**src/rtl/ps2_pkg.sv**
```systemverilog
// Shared types and PS/2 protocol byte constants for the host command sequencer.
package ps2_pkg;

  typedef enum logic [2:0] {
    INIT_SEND,
    SEND,
    WAIT_TX,
    WAIT_ACK,
    WAIT_BAT,
    WAIT_ID,
    IDLE,
    FAIL_INIT
  } ps2_state_t;

  typedef enum logic [1:0] {
    STAT_OK      = 2'd0,
    STAT_NAK     = 2'd1,
    STAT_ERR     = 2'd2,
    STAT_TIMEOUT = 2'd3
  } ps2_status_t;

  localparam logic [7:0] PS2_ACK      = 8'hFA;
  localparam logic [7:0] PS2_RESEND   = 8'hFE;
  localparam logic [7:0] PS2_ERROR    = 8'hFC;
  localparam logic [7:0] PS2_BAT_OK   = 8'hAA;
  localparam logic [7:0] PS2_RESET    = 8'hFF;
  localparam logic [7:0] PS2_ENABLE   = 8'hF4;
  localparam logic [7:0] PS2_MOUSE_ID = 8'h00;

endpackage

```
**src/rtl/ps2_timeout.sv**
```systemverilog
// Loadable down-counter used as the response/transmit watchdog.
// expire is raised in the last cycle of the window, so a caller that
// registers on it reacts exactly CYCLES cycles after the load edge.
module ps2_timeout #(
  parameter int unsigned CYCLES = 100
) (
  input  logic clk,
  input  logic reset_n,
  input  logic load,
  input  logic en,
  output logic expire
);

  localparam int unsigned W = (CYCLES > 0) ? $clog2(CYCLES + 1) : 1;

  logic [W-1:0] cnt_q;

  // Reload on request, otherwise count down while enabled, saturating at zero.
  always_ff @(posedge clk or negedge reset_n) begin
    if (!reset_n) begin
      cnt_q <= '0;
    end else if (load) begin
      cnt_q <= W'(CYCLES);
    end else if (en && (cnt_q != '0)) begin
      cnt_q <= cnt_q - W'(1);
    end
  end

  // Staying asserted at zero keeps the window closed if a caller lingers.
  assign expire = en && (cnt_q <= W'(1));

endmodule

```
**src/rtl/ps2_cmd_seq.sv**
```systemverilog
// Host-side PS/2 command sequencer: power-up mouse init, host command
// serialisation with ACK/RESEND/ERROR handling, retries, timeouts and
// forwarding of unsolicited device bytes.
module ps2_cmd_seq
  import ps2_pkg::*;
#(
  parameter int unsigned TIMEOUT_CYCLES = 2000000,
  parameter int unsigned MAX_RETRY      = 3,
  parameter bit          INIT_EN        = 1'b1
) (
  input  logic       clk,
  input  logic       reset_n,
  input  logic       cmd_valid,
  output logic       cmd_ready,
  input  logic [7:0] cmd_byte,
  input  logic       cmd_has_arg,
  input  logic [7:0] cmd_arg,
  output logic       tx_wr,
  output logic [7:0] tx_din,
  input  logic       tx_idle,
  input  logic       tx_done_tick,
  input  logic       rx_done_tick,
  input  logic [7:0] rx_dout,
  output logic       rsp_valid,
  output logic [1:0] rsp_status,
  output logic       stream_valid,
  output logic [7:0] stream_byte,
  output logic       init_done,
  output logic       init_fail
);

  localparam int unsigned RW = (MAX_RETRY > 0) ? $clog2(MAX_RETRY + 1) : 1;

  ps2_state_t  state_q, state_d;
  ps2_status_t rsp_status_q, rsp_status_d, fail_code;
  logic [7:0]  tx_din_q, tx_din_d;
  logic [7:0]  stream_byte_q, stream_byte_d;
  logic [7:0]  arg_q, arg_d;
  logic [RW-1:0] retry_q, retry_d;
  logic [RW-1:0] init_retry_q, init_retry_d;
  logic rsp_valid_q, rsp_valid_d;
  logic stream_valid_q, stream_valid_d;
  logic init_done_q, init_done_d;
  logic init_fail_q, init_fail_d;
  logic in_init_q, in_init_d;
  logic init_step_q, init_step_d;
  logic arg_phase_q, arg_phase_d;
  logic has_arg_q, has_arg_d;
  logic tmr_load, tmr_en, tmr_expire;
  logic fail_req;

  ps2_timeout #(.CYCLES(TIMEOUT_CYCLES)) u_timeout (
    .clk    (clk),
    .reset_n(reset_n),
    .load   (tmr_load),
    .en     (tmr_en),
    .expire (tmr_expire)
  );

  assign tmr_en = (state_q == WAIT_TX) || (state_q == WAIT_ACK) ||
                  (state_q == WAIT_BAT) || (state_q == WAIT_ID);

  assign cmd_ready    = (state_q == IDLE) && (init_done_q || init_fail_q);
  assign tx_din       = tx_din_q;
  assign rsp_valid    = rsp_valid_q;
  assign rsp_status   = rsp_status_q;
  assign stream_valid = stream_valid_q;
  assign stream_byte  = stream_byte_q;
  assign init_done    = init_done_q;
  assign init_fail    = init_fail_q;

  // State and registered outputs.
  always_ff @(posedge clk or negedge reset_n) begin
    if (!reset_n) begin
      state_q        <= INIT_EN ? INIT_SEND : IDLE;
      rsp_status_q   <= STAT_OK;
      tx_din_q       <= '0;
      stream_byte_q  <= '0;
      arg_q          <= '0;
      retry_q        <= '0;
      init_retry_q   <= '0;
      rsp_valid_q    <= 1'b0;
      stream_valid_q <= 1'b0;
      init_done_q    <= !INIT_EN;
      init_fail_q    <= 1'b0;
      in_init_q      <= INIT_EN;
      init_step_q    <= 1'b0;
      arg_phase_q    <= 1'b0;
      has_arg_q      <= 1'b0;
    end else begin
      state_q        <= state_d;
      rsp_status_q   <= rsp_status_d;
      tx_din_q       <= tx_din_d;
      stream_byte_q  <= stream_byte_d;
      arg_q          <= arg_d;
      retry_q        <= retry_d;
      init_retry_q   <= init_retry_d;
      rsp_valid_q    <= rsp_valid_d;
      stream_valid_q <= stream_valid_d;
      init_done_q    <= init_done_d;
      init_fail_q    <= init_fail_d;
      in_init_q      <= in_init_d;
      init_step_q    <= init_step_d;
      arg_phase_q    <= arg_phase_d;
      has_arg_q      <= has_arg_d;
    end
  end

  // Next-state and output decode; every failure funnels through fail_req so
  // init errors restart the program while host errors end with a response.
  always_comb begin
    state_d        = state_q;
    rsp_status_d   = rsp_status_q;
    tx_din_d       = tx_din_q;
    stream_byte_d  = stream_byte_q;
    arg_d          = arg_q;
    retry_d        = retry_q;
    init_retry_d   = init_retry_q;
    rsp_valid_d    = 1'b0;
    stream_valid_d = 1'b0;
    init_done_d    = init_done_q;
    init_fail_d    = init_fail_q;
    in_init_d      = in_init_q;
    init_step_d    = init_step_q;
    arg_phase_d    = arg_phase_q;
    has_arg_d      = has_arg_q;
    tx_wr          = 1'b0;
    tmr_load       = 1'b0;
    fail_req       = 1'b0;
    fail_code      = STAT_OK;

    unique case (state_q)
      INIT_SEND: begin
        tx_din_d  = init_step_q ? PS2_ENABLE : PS2_RESET;
        retry_d   = '0;
        in_init_d = 1'b1;
        state_d   = SEND;
      end

      SEND: begin
        if (tx_idle) begin
          tx_wr    = 1'b1;
          tmr_load = 1'b1;
          state_d  = WAIT_TX;
        end
      end

      WAIT_TX: begin
        if (tx_done_tick) begin
          tmr_load = 1'b1;
          state_d  = WAIT_ACK;
        end else if (tmr_expire) begin
          fail_req  = 1'b1;
          fail_code = STAT_TIMEOUT;
        end
      end

      WAIT_ACK: begin
        if (rx_done_tick) begin
          if (rx_dout == PS2_ACK) begin
            if (in_init_q) begin
              if (!init_step_q) begin
                tmr_load = 1'b1;
                state_d  = WAIT_BAT;
              end else begin
                init_done_d = 1'b1;
                in_init_d   = 1'b0;
                state_d     = IDLE;
              end
            end else if (has_arg_q && !arg_phase_q) begin
              arg_phase_d = 1'b1;
              tx_din_d    = arg_q;
              retry_d     = '0;
              state_d     = SEND;
            end else begin
              rsp_valid_d  = 1'b1;
              rsp_status_d = STAT_OK;
              state_d      = IDLE;
            end
          end else if (rx_dout == PS2_RESEND) begin
            if (retry_q < RW'(MAX_RETRY)) begin
              retry_d = retry_q + RW'(1);
              state_d = SEND;
            end else begin
              fail_req  = 1'b1;
              fail_code = STAT_NAK;
            end
          end else if (rx_dout == PS2_ERROR) begin
            fail_req  = 1'b1;
            fail_code = STAT_ERR;
          end else if (!in_init_q) begin
            stream_valid_d = 1'b1;
            stream_byte_d  = rx_dout;
          end
        end else if (tmr_expire) begin
          fail_req  = 1'b1;
          fail_code = STAT_TIMEOUT;
        end
      end

      WAIT_BAT: begin
        if (rx_done_tick) begin
          if (rx_dout == PS2_BAT_OK) begin
            tmr_load = 1'b1;
            state_d  = WAIT_ID;
          end else begin
            fail_req  = 1'b1;
            fail_code = STAT_ERR;
          end
        end else if (tmr_expire) begin
          fail_req  = 1'b1;
          fail_code = STAT_TIMEOUT;
        end
      end

      WAIT_ID: begin
        if (rx_done_tick) begin
          if (rx_dout == PS2_MOUSE_ID) begin
            init_step_d = 1'b1;
            state_d     = INIT_SEND;
          end else begin
            fail_req  = 1'b1;
            fail_code = STAT_ERR;
          end
        end else if (tmr_expire) begin
          fail_req  = 1'b1;
          fail_code = STAT_TIMEOUT;
        end
      end

      IDLE: begin
        if (rx_done_tick) begin
          stream_valid_d = 1'b1;
          stream_byte_d  = rx_dout;
        end
        if (cmd_valid && cmd_ready) begin
          tx_din_d    = cmd_byte;
          has_arg_d   = cmd_has_arg;
          arg_d       = cmd_arg;
          arg_phase_d = 1'b0;
          retry_d     = '0;
          in_init_d   = 1'b0;
          state_d     = SEND;
        end
      end

      FAIL_INIT: begin
        if (init_retry_q < RW'(MAX_RETRY)) begin
          init_retry_d = init_retry_q + RW'(1);
          init_step_d  = 1'b0;
          state_d      = INIT_SEND;
        end else begin
          init_fail_d = 1'b1;
          in_init_d   = 1'b0;
          state_d     = IDLE;
        end
      end
    endcase

    if (fail_req) begin
      if (in_init_q) begin
        state_d = FAIL_INIT;
      end else begin
        rsp_valid_d  = 1'b1;
        rsp_status_d = fail_code;
        state_d      = IDLE;
      end
    end
  end

endmodule

```
**config.mk**
```make
export PLATFORM = sky130hd
export DESIGN_NAME = ps2_cmd_seq
export DESIGN_NICKNAME = d
export VERILOG_FILES = /design/src/rtl/ps2_pkg.sv /design/src/rtl/ps2_timeout.sv /design/src/rtl/ps2_cmd_seq.sv
export SDC_FILE = /design/constraint.sdc
export NUM_CORES = 1
export LEC_CHECK = 0
export ABC_AREA = 1
export BUFFER_PORTS_ARGS = -buffer_cell sky130_fd_sc_hd__buf_2
export CAP_MARGIN = 20
export CORE_MARGIN = 2
export CORE_UTILIZATION = 55
export DETAILED_ROUTE_END_ITERATION = 8
export PLACE_DENSITY = 0.78
export REMOVE_ABC_BUFFERS = 1
export SYNTH_ARGS = -nofsm -noshare
export SYNTH_HDL_FRONTEND = slang
export SYNTH_HIERARCHICAL = 1
export SYNTH_SLANG_ARGS = --single-unit
```
**constraint.sdc**
```tcl
create_clock -name clk -period 2.9 [get_ports clk]
set_input_delay 0.435 -clock clk [delete_from_list [all_inputs] [get_ports clk]]
set_output_delay 0.435 -clock clk [all_outputs]
set_load 0.01 [all_outputs]
```
Word-level counts from Yosys, hierarchy flattened

Cells that the tools add are included.

Output and inout port bits: 24
Word-level logic and storage cells: 201
Register bits after elaboration: 62
Input port bits: 31

Reductions and logical operators: 29
Mux-type cells: 111
Add/subtract/negate cells: 3
Equal/unequal tests: 38
Bitwise gates (word level): 1
$lt $le $gt $ge: 3

Operators with widths:

| operator                                               | count |
|---|---|
| two-way mux 8 bit                                      | 11 |
| two-way mux 2 bit                                      | 25 |
| two-way mux 1 bit                                      | 46 |
| two-way mux 3 bit                                      | 15 |
| two-way mux 21 bit                                     | 2 |
| == test 8 bit (second input constant)                  | 4 |
| case mux 3 bit (8 select lines)                        | 1 |
| case mux 8 bit (3 select lines)                        | 1 |
| <= comparator 21 x 1 -> 1 bit (second input constant)  | 1 |
| nonzero test 21 bit                                    | 1 |
| subtractor 21 x 1 -> 21 bit (second input constant)    | 1 |
| inequality test 2 bit (second input constant)          | 9 |
| inequality test 3 bit (second input constant)          | 6 |
| case mux 8 bit (2 select lines)                        | 1 |
| AND reduction 7 bit                                    | 2 |
| == test 3 bit (second input constant)                  | 4 |
| inequality test 3 x 2 -> 1 bit (second input constant) | 4 |
| case mux 1 bit (4 select lines)                        | 3 |
| AND reduction 6 bit                                    | 2 |
| AND reduction 10 bit                                   | 1 |
| AND reduction 5 bit                                    | 2 |
| logical NOT 8 bit                                      | 1 |
| inequality test 2 x 1 -> 1 bit (second input constant) | 4 |
| inequality test 4 x 2 -> 1 bit (second input constant) | 2 |
| 19 further kinds                                       | 36 |

Logic depth before layout (Yosys ltp)

Depth in word-level cells: 10
Gate-level depth with buffers: 17
Mapped depth without buffers: 17

Cells and area by module

The synthesis kept the hierarchy.

By module, submodules not included:

| module      | instances | cells each | sequential area each (um2) | area an instance (um2) |
|---|---|---|---|---|
| ps2_cmd_seq | 1         | 311        | 1027.2                     | 2329.7 |
| ps2_timeout | 1         | 234        | 525.5                      | 1492.7 |

Least setup slack after synthesis

OpenSTA, ideal clock, no wires.

Path kind: register to register
Start: reg state_q[0]
End: reg u_timeout.cnt_q[2]
Buffers on the path: 4
Cell stages (with the launch flop): 14
Library setup time: 119 ps
Arrival time: 2265 ps
Clock period less this slack: 2384 ps
Slack: 516 ps
Required time: 2781 ps
Cells stage by stage: dfrtp_1 nand2_1 nor2_2 buf_6 clkbuf_1 a31oi_1 o221ai_1 clkinv_1 nand2_2 buf_6 inv_6 buf_12 nand2_1 nand2_1

Elaborated cells between the ends (all ways): 12
Classes of those cells: eq/ne: 5; mux: 2; reduce/logical: 5

RTL lines:

| what                                                            | line               | RTL |
|---|---|---|
| from (decl)                                                     | ps2_cmd_seq.sv:34  | `ps2_state_t state_q, state_d;` |
| from (signal assigned)                                          | ps2_cmd_seq.sv:75  | `state_q <= INIT_EN ? INIT_SEND : IDLE;` |
| from (signal assigned)                                          | ps2_cmd_seq.sv:91  | `state_q <= state_d;` |
| == test 3 bit (tied with other cells)                           | ps2_cmd_seq.sv:132 | `unique case (state_q)` |
| case mux 1 bit (4 select lines) (*)                             | ps2_cmd_seq.sv:132 |  |
| via tmr_load                                                    | ps2_cmd_seq.sv:49  | `logic tmr_load, tmr_en, tmr_expire;` |
| two-way mux 21 bit / nonzero test 2 bit (equally long branches) | -                  |  |
| to (signal assigned)                                            | ps2_timeout.sv:23  | `cnt_q <= W'(CYCLES);` |
| to (signal assigned)                                            | ps2_timeout.sv:25  | `cnt_q <= cnt_q - W'(1);` |
| to (decl)                                                       | ps2_timeout.sv:16  | `logic [W-1:0] cnt_q;` |

The timed path passes the listed nets; every way through them passes the cells marked *.
A chain may end at the register's enable or synchronous reset.

Worst setup path after layout

Start: reg u_timeout.cnt_q[7]
End: reg state_q[1]

Longest elaborated chain between the ends: 7
Elaborated cells between the ends (all ways): 20
Classes of those cells: order compare: 1; eq/ne: 10; mux: 7; reduce/logical: 2

Ends and longest elaborated chain:

| what                                                                    | line               | RTL |
|---|---|---|
| <= comparator 21 x 1 -> 1 bit (*)                                       | ps2_timeout.sv:30  | `assign expire = en && (cnt_q <= W'(1));` |
| logical AND 1 bit (*)                                                   | ps2_timeout.sv:30  |  |
| via tmr_expire                                                          | ps2_cmd_seq.sv:49  |  |
| two-way mux 1 bit (*)                                                   | -                  |  |
| two-way mux 1 bit, on equally long branches                             | -                  |  |
| case mux 1 bit (4 select lines) (*)                                     | ps2_cmd_seq.sv:132 |  |
| inequality test 4 x 2 -> 1 bit (no source line) (tied with other cells) | -                  |  |
| AND reduction 10 bit (no source line)                                   | -                  |  |

Marks and branches as above.

==> impl_metrics.json <==
{
  "dp_cells": 674,
  "outcome": "finished clean",
  "ir_worst_vdd_uv": 427,
  "gp_congestion": 0.936,
  "die_width_um": 87.4,
  "n_fill_cell": 617,
  "path_cells": "nor2_1 > nand2_1 > nor2_1 > nand3_1 > nor2_1 > o21a_1 > nor2_1 > inv_1 > nand2_1 > nor2_1 > nor2_1 > nand2_2 > nor2_4 > nand2_2 > nand3_1 > nand2_1 > nand2_1",
  "cpMaxStageDelayCell": "dfrtp_1",
  "tns_ns": 0,
  "yosysSeqAreaShare": 0.406,
  "nNetsFinal": 641,
  "synth_area_leaders": "dfrtp_1, nand2_1, nor2_1, inv_1, nand3_1",
  "yosysMostFrequentCell": "nand2_1",
  "cts_root_buffer": "clkbuf_8",
  "port_buffers": 54,
  "routed_wirelength_um": 9070,
  "diodes": 0,
  "p_total_mw": 4.23,
  "post_synth.cell_area_avg_sq_um": 7.01,
  "layout-drive-gt1-share": 0.185,
  "fin_crit_ns": 2.52,
  "start_util": 0.566,
  "clock-skew-final_ns": 0.00867,
  "power.share.clock": 0.187,
  "viasPerCell": 5.33,
  "core_sq_um": 6760,
  "combPwrFrac": 0.482,
  "ant_nets": 0,
  "hold_violations": 0,
  "dr_total_vias": 3681,
  "yosysWarnings": 6,
  "netSwitchingFraction": 0.463,
  "synth-edff-count": 0,
  "slew_headroom": 0.600,
  "dp_hpwl_um": 6680,
  "p_leak_nw": 2.38,
  "antenna_found_initial": 0,
  "cp-end-kind": "register",
  "setup_slack_ns": 0.382,
  "cap_viol_max_count": 0,
  "critPathMaxFanout": 7,
  "grt_usage": 0.263,
  "ys_async_sr_fraction": 1.00,
  "rows": 30,
  "start_kind": "register",
  "yosysUniqueCellTypes": 41,
  "setup_viol": 0,
  "crit_type": "register to register",
  "worst_r2r_path_depth": 17,
  "worst_pin_slew_ns": 0.600,
  "die-area_sq_um": 7630,
  "grt_pass1_vias": 3531,
  "min_path_type": "input pin to asynchronous set/reset pin",
  "path_common_cell": "nor2_1",
  "worst_r2r_endpoint": "state_q[1]$_DFFE_PN0P_",
  "slew_viol_final": 0,
  "synth_top_cell_by_area": "dfrtp_1",
  "pre_cts_ws_ns": 0.481,
  "syn-cell-area_sq_um": 3820,
  "crit_family": "simple AND/OR/NAND/NOR gates",
  "cp.arrival_ns": 2.75,
  "drt_iter0_drc": 228,
  "first_pass_iters": 5,
  "max_freq_mhz": 397,
  "cts_sinks": 62,
  "synth-seq-cells": 62,
  "cts_tree": "done",
  "syn_inst": 545,
  "cp_data_required_time_ns": 3.13,
  "gr-total-overflow": 0,
  "p_seq_frac": 0.331,
  "h-tree-depth": 3,
  "final_util": 0.643,
  "grt_pass1_wl_um": 15900,
  "grt_max_degree": 23,
  "post_cts_resized": 0,
  "p_int_mw": 2.27,
  "rsz0062_at_grt": "false",
  "area_growth_pct": 13.6,
  "yosysTopAreaCellShare": 0.399,
  "cts_made_buffers": 9,
  "synth-main-ff-cell": "dfrtp_1",
  "cts_setup_buffers": 0,
  "worstSkewPairLatency_ns": 0.35,
  "r2r_slack_ns": 0.38,
  "period_share": 0.868,
  "wl_per_cell_um": 13.1,
  "drc_errors": 0,
  "fp.dieH_um": 87.4,
  "clockBufferDepth": 2,
  "instances_no_fill": 690,
  "synthTopCellsByCount": "nand2_1, nor2_1, dfrtp_1",
  "pin_count": 55,
  "path_buf_inv": 1,
  "clkSlewWorstSetupHoldPaths_ns": 0.08,
  "r2r_start": "u_timeout/cnt_q[7]$_DFFE_PN0P_",
  "powerDensity_nw_per_um2": 975,
  "critPathMaxStageDelay_ns": 0.43,
  "p_switching_mw": 1.96,
  "postCtsHoldBufs": 0
}
==> power by group through the flow <==
| stage | clock [mW] | combinational (mW) | sequential (mW) |
|---|---|---|---|
| final | 0.791 | 2.04 | 1.40 |
| after global routing | 0.840 | 2.33 | 1.44 |
| after CTS | 0.803 | 2.03 | 1.40 |
| after detailed placement | 0 | 2.02 | 1.41 |
| after global placement | 0 | 1.96 | 1.40 |
| after floorplan | 0 | 1.40 | 1.41 |
==> through the flow <==
stage          area, sq um  hold slack (ns)
2_1_floorplan         3710            0.139
3_3_place_gp          4140            0.407
3_5_place_dp          4140            0.418
4_1_cts               4340           0.0503
5_1_grt               4340           0.0694
6_report              4340           0.0397
==> worst max-delay path by stage <==
stage / startpoint / end / slack [ns] / depth (start not counted)
floorplan: state_q[0]$_DFFE_PN0P_ / u_timeout/cnt_q[2]$_DFFE_PN0P_ / -0.01 / 9
global route: u_timeout/cnt_q[7]$_DFFE_PN0P_ / state_q[1]$_DFFE_PN0P_ / 0.15 / 17
detailed placement: u_timeout/cnt_q[7]$_DFFE_PN0P_ / state_q[1]$_DFFE_PN0P_ / 0.48 / 17
global placement: rx_dout[2] / u_timeout/cnt_q[7]$_DFFE_PN0P_ / 0.50 / 14
finish: u_timeout/cnt_q[7]$_DFFE_PN0P_ / state_q[1]$_DFFE_PN0P_ / 0.38 / 17
CTS: u_timeout/cnt_q[7]$_DFFE_PN0P_ / state_q[1]$_DFFE_PN0P_ / 0.45 / 17
==> routing by layer <==
layer | vias to the layer above | global-route usage | wire length (um)
met3 | 11 | 0.0616 | 556
met1 | 1704 | 0.337 | 4170
li1 | 1848 | - | -
met5 | - | 0 | 0
met4 | 0 | 0.0909 | 105
met2 | 118 | 0.435 | 4240
==> sequential cells by signal (all words and copies together), names as in the netlist <==
signal           flops
stream_byte          8
arg_q                8
u_timeout/cnt_q     21
init_retry_q         2
state_q              3
has_arg_q            1
in_init_q            1
rsp_status           2
retry_q              2
rsp_valid            1
init_done            1
tx_din               8
init_fail            1
arg_phase_q          1
init_step_q          1
stream_valid         1
==> final cells by class <==
class	count	area, sq um	area share
Clock buffer	9	124	0.0285
Tap cell	80	100	0.0230
Sequential cell	62	1550	0.357
Timing Repair Buffer	62	330	0.0760
Multi-Input combinational cell	407	1920	0.442
Inverter	63	241	0.0556
Clock inverter	7	77.6	0.0179
==> cells in the final DEF (no fill, tap or decap), drive strengths merged, types with 2 or more instances in the layout <==
cell | Yosys | layout
ha | 5 | 5
xor2 | 6 | 6
dfrtp | 61 | 61
o31ai | 4 | 4
nor2 | 93 | 93
nand3 | 38 | 38
clkinv | 1 | 2
nand4 | 10 | 10
o21ai | 34 | 34
inv | 62 | 66
nand2 | 183 | 183
and3 | 2 | 2
a21oi | 21 | 21
a221oi | 3 | 3
buf | 9 | 62
clkbuf | 4 | 9
==> kinds of logic after synthesis <==
group,after synthesis,synth area share
DFF,62,0.406
adders and majority gates,5,0.0164
AOI/OAI and AO/OA,67,0.108
xor gates and xnor gates,7,0.0160
muxes,1,0.00295
and+or+nand+nor,327,0.358
buffers and inverters,76,0.0920
Note: power is estimated with default switching activity, not from simulation.
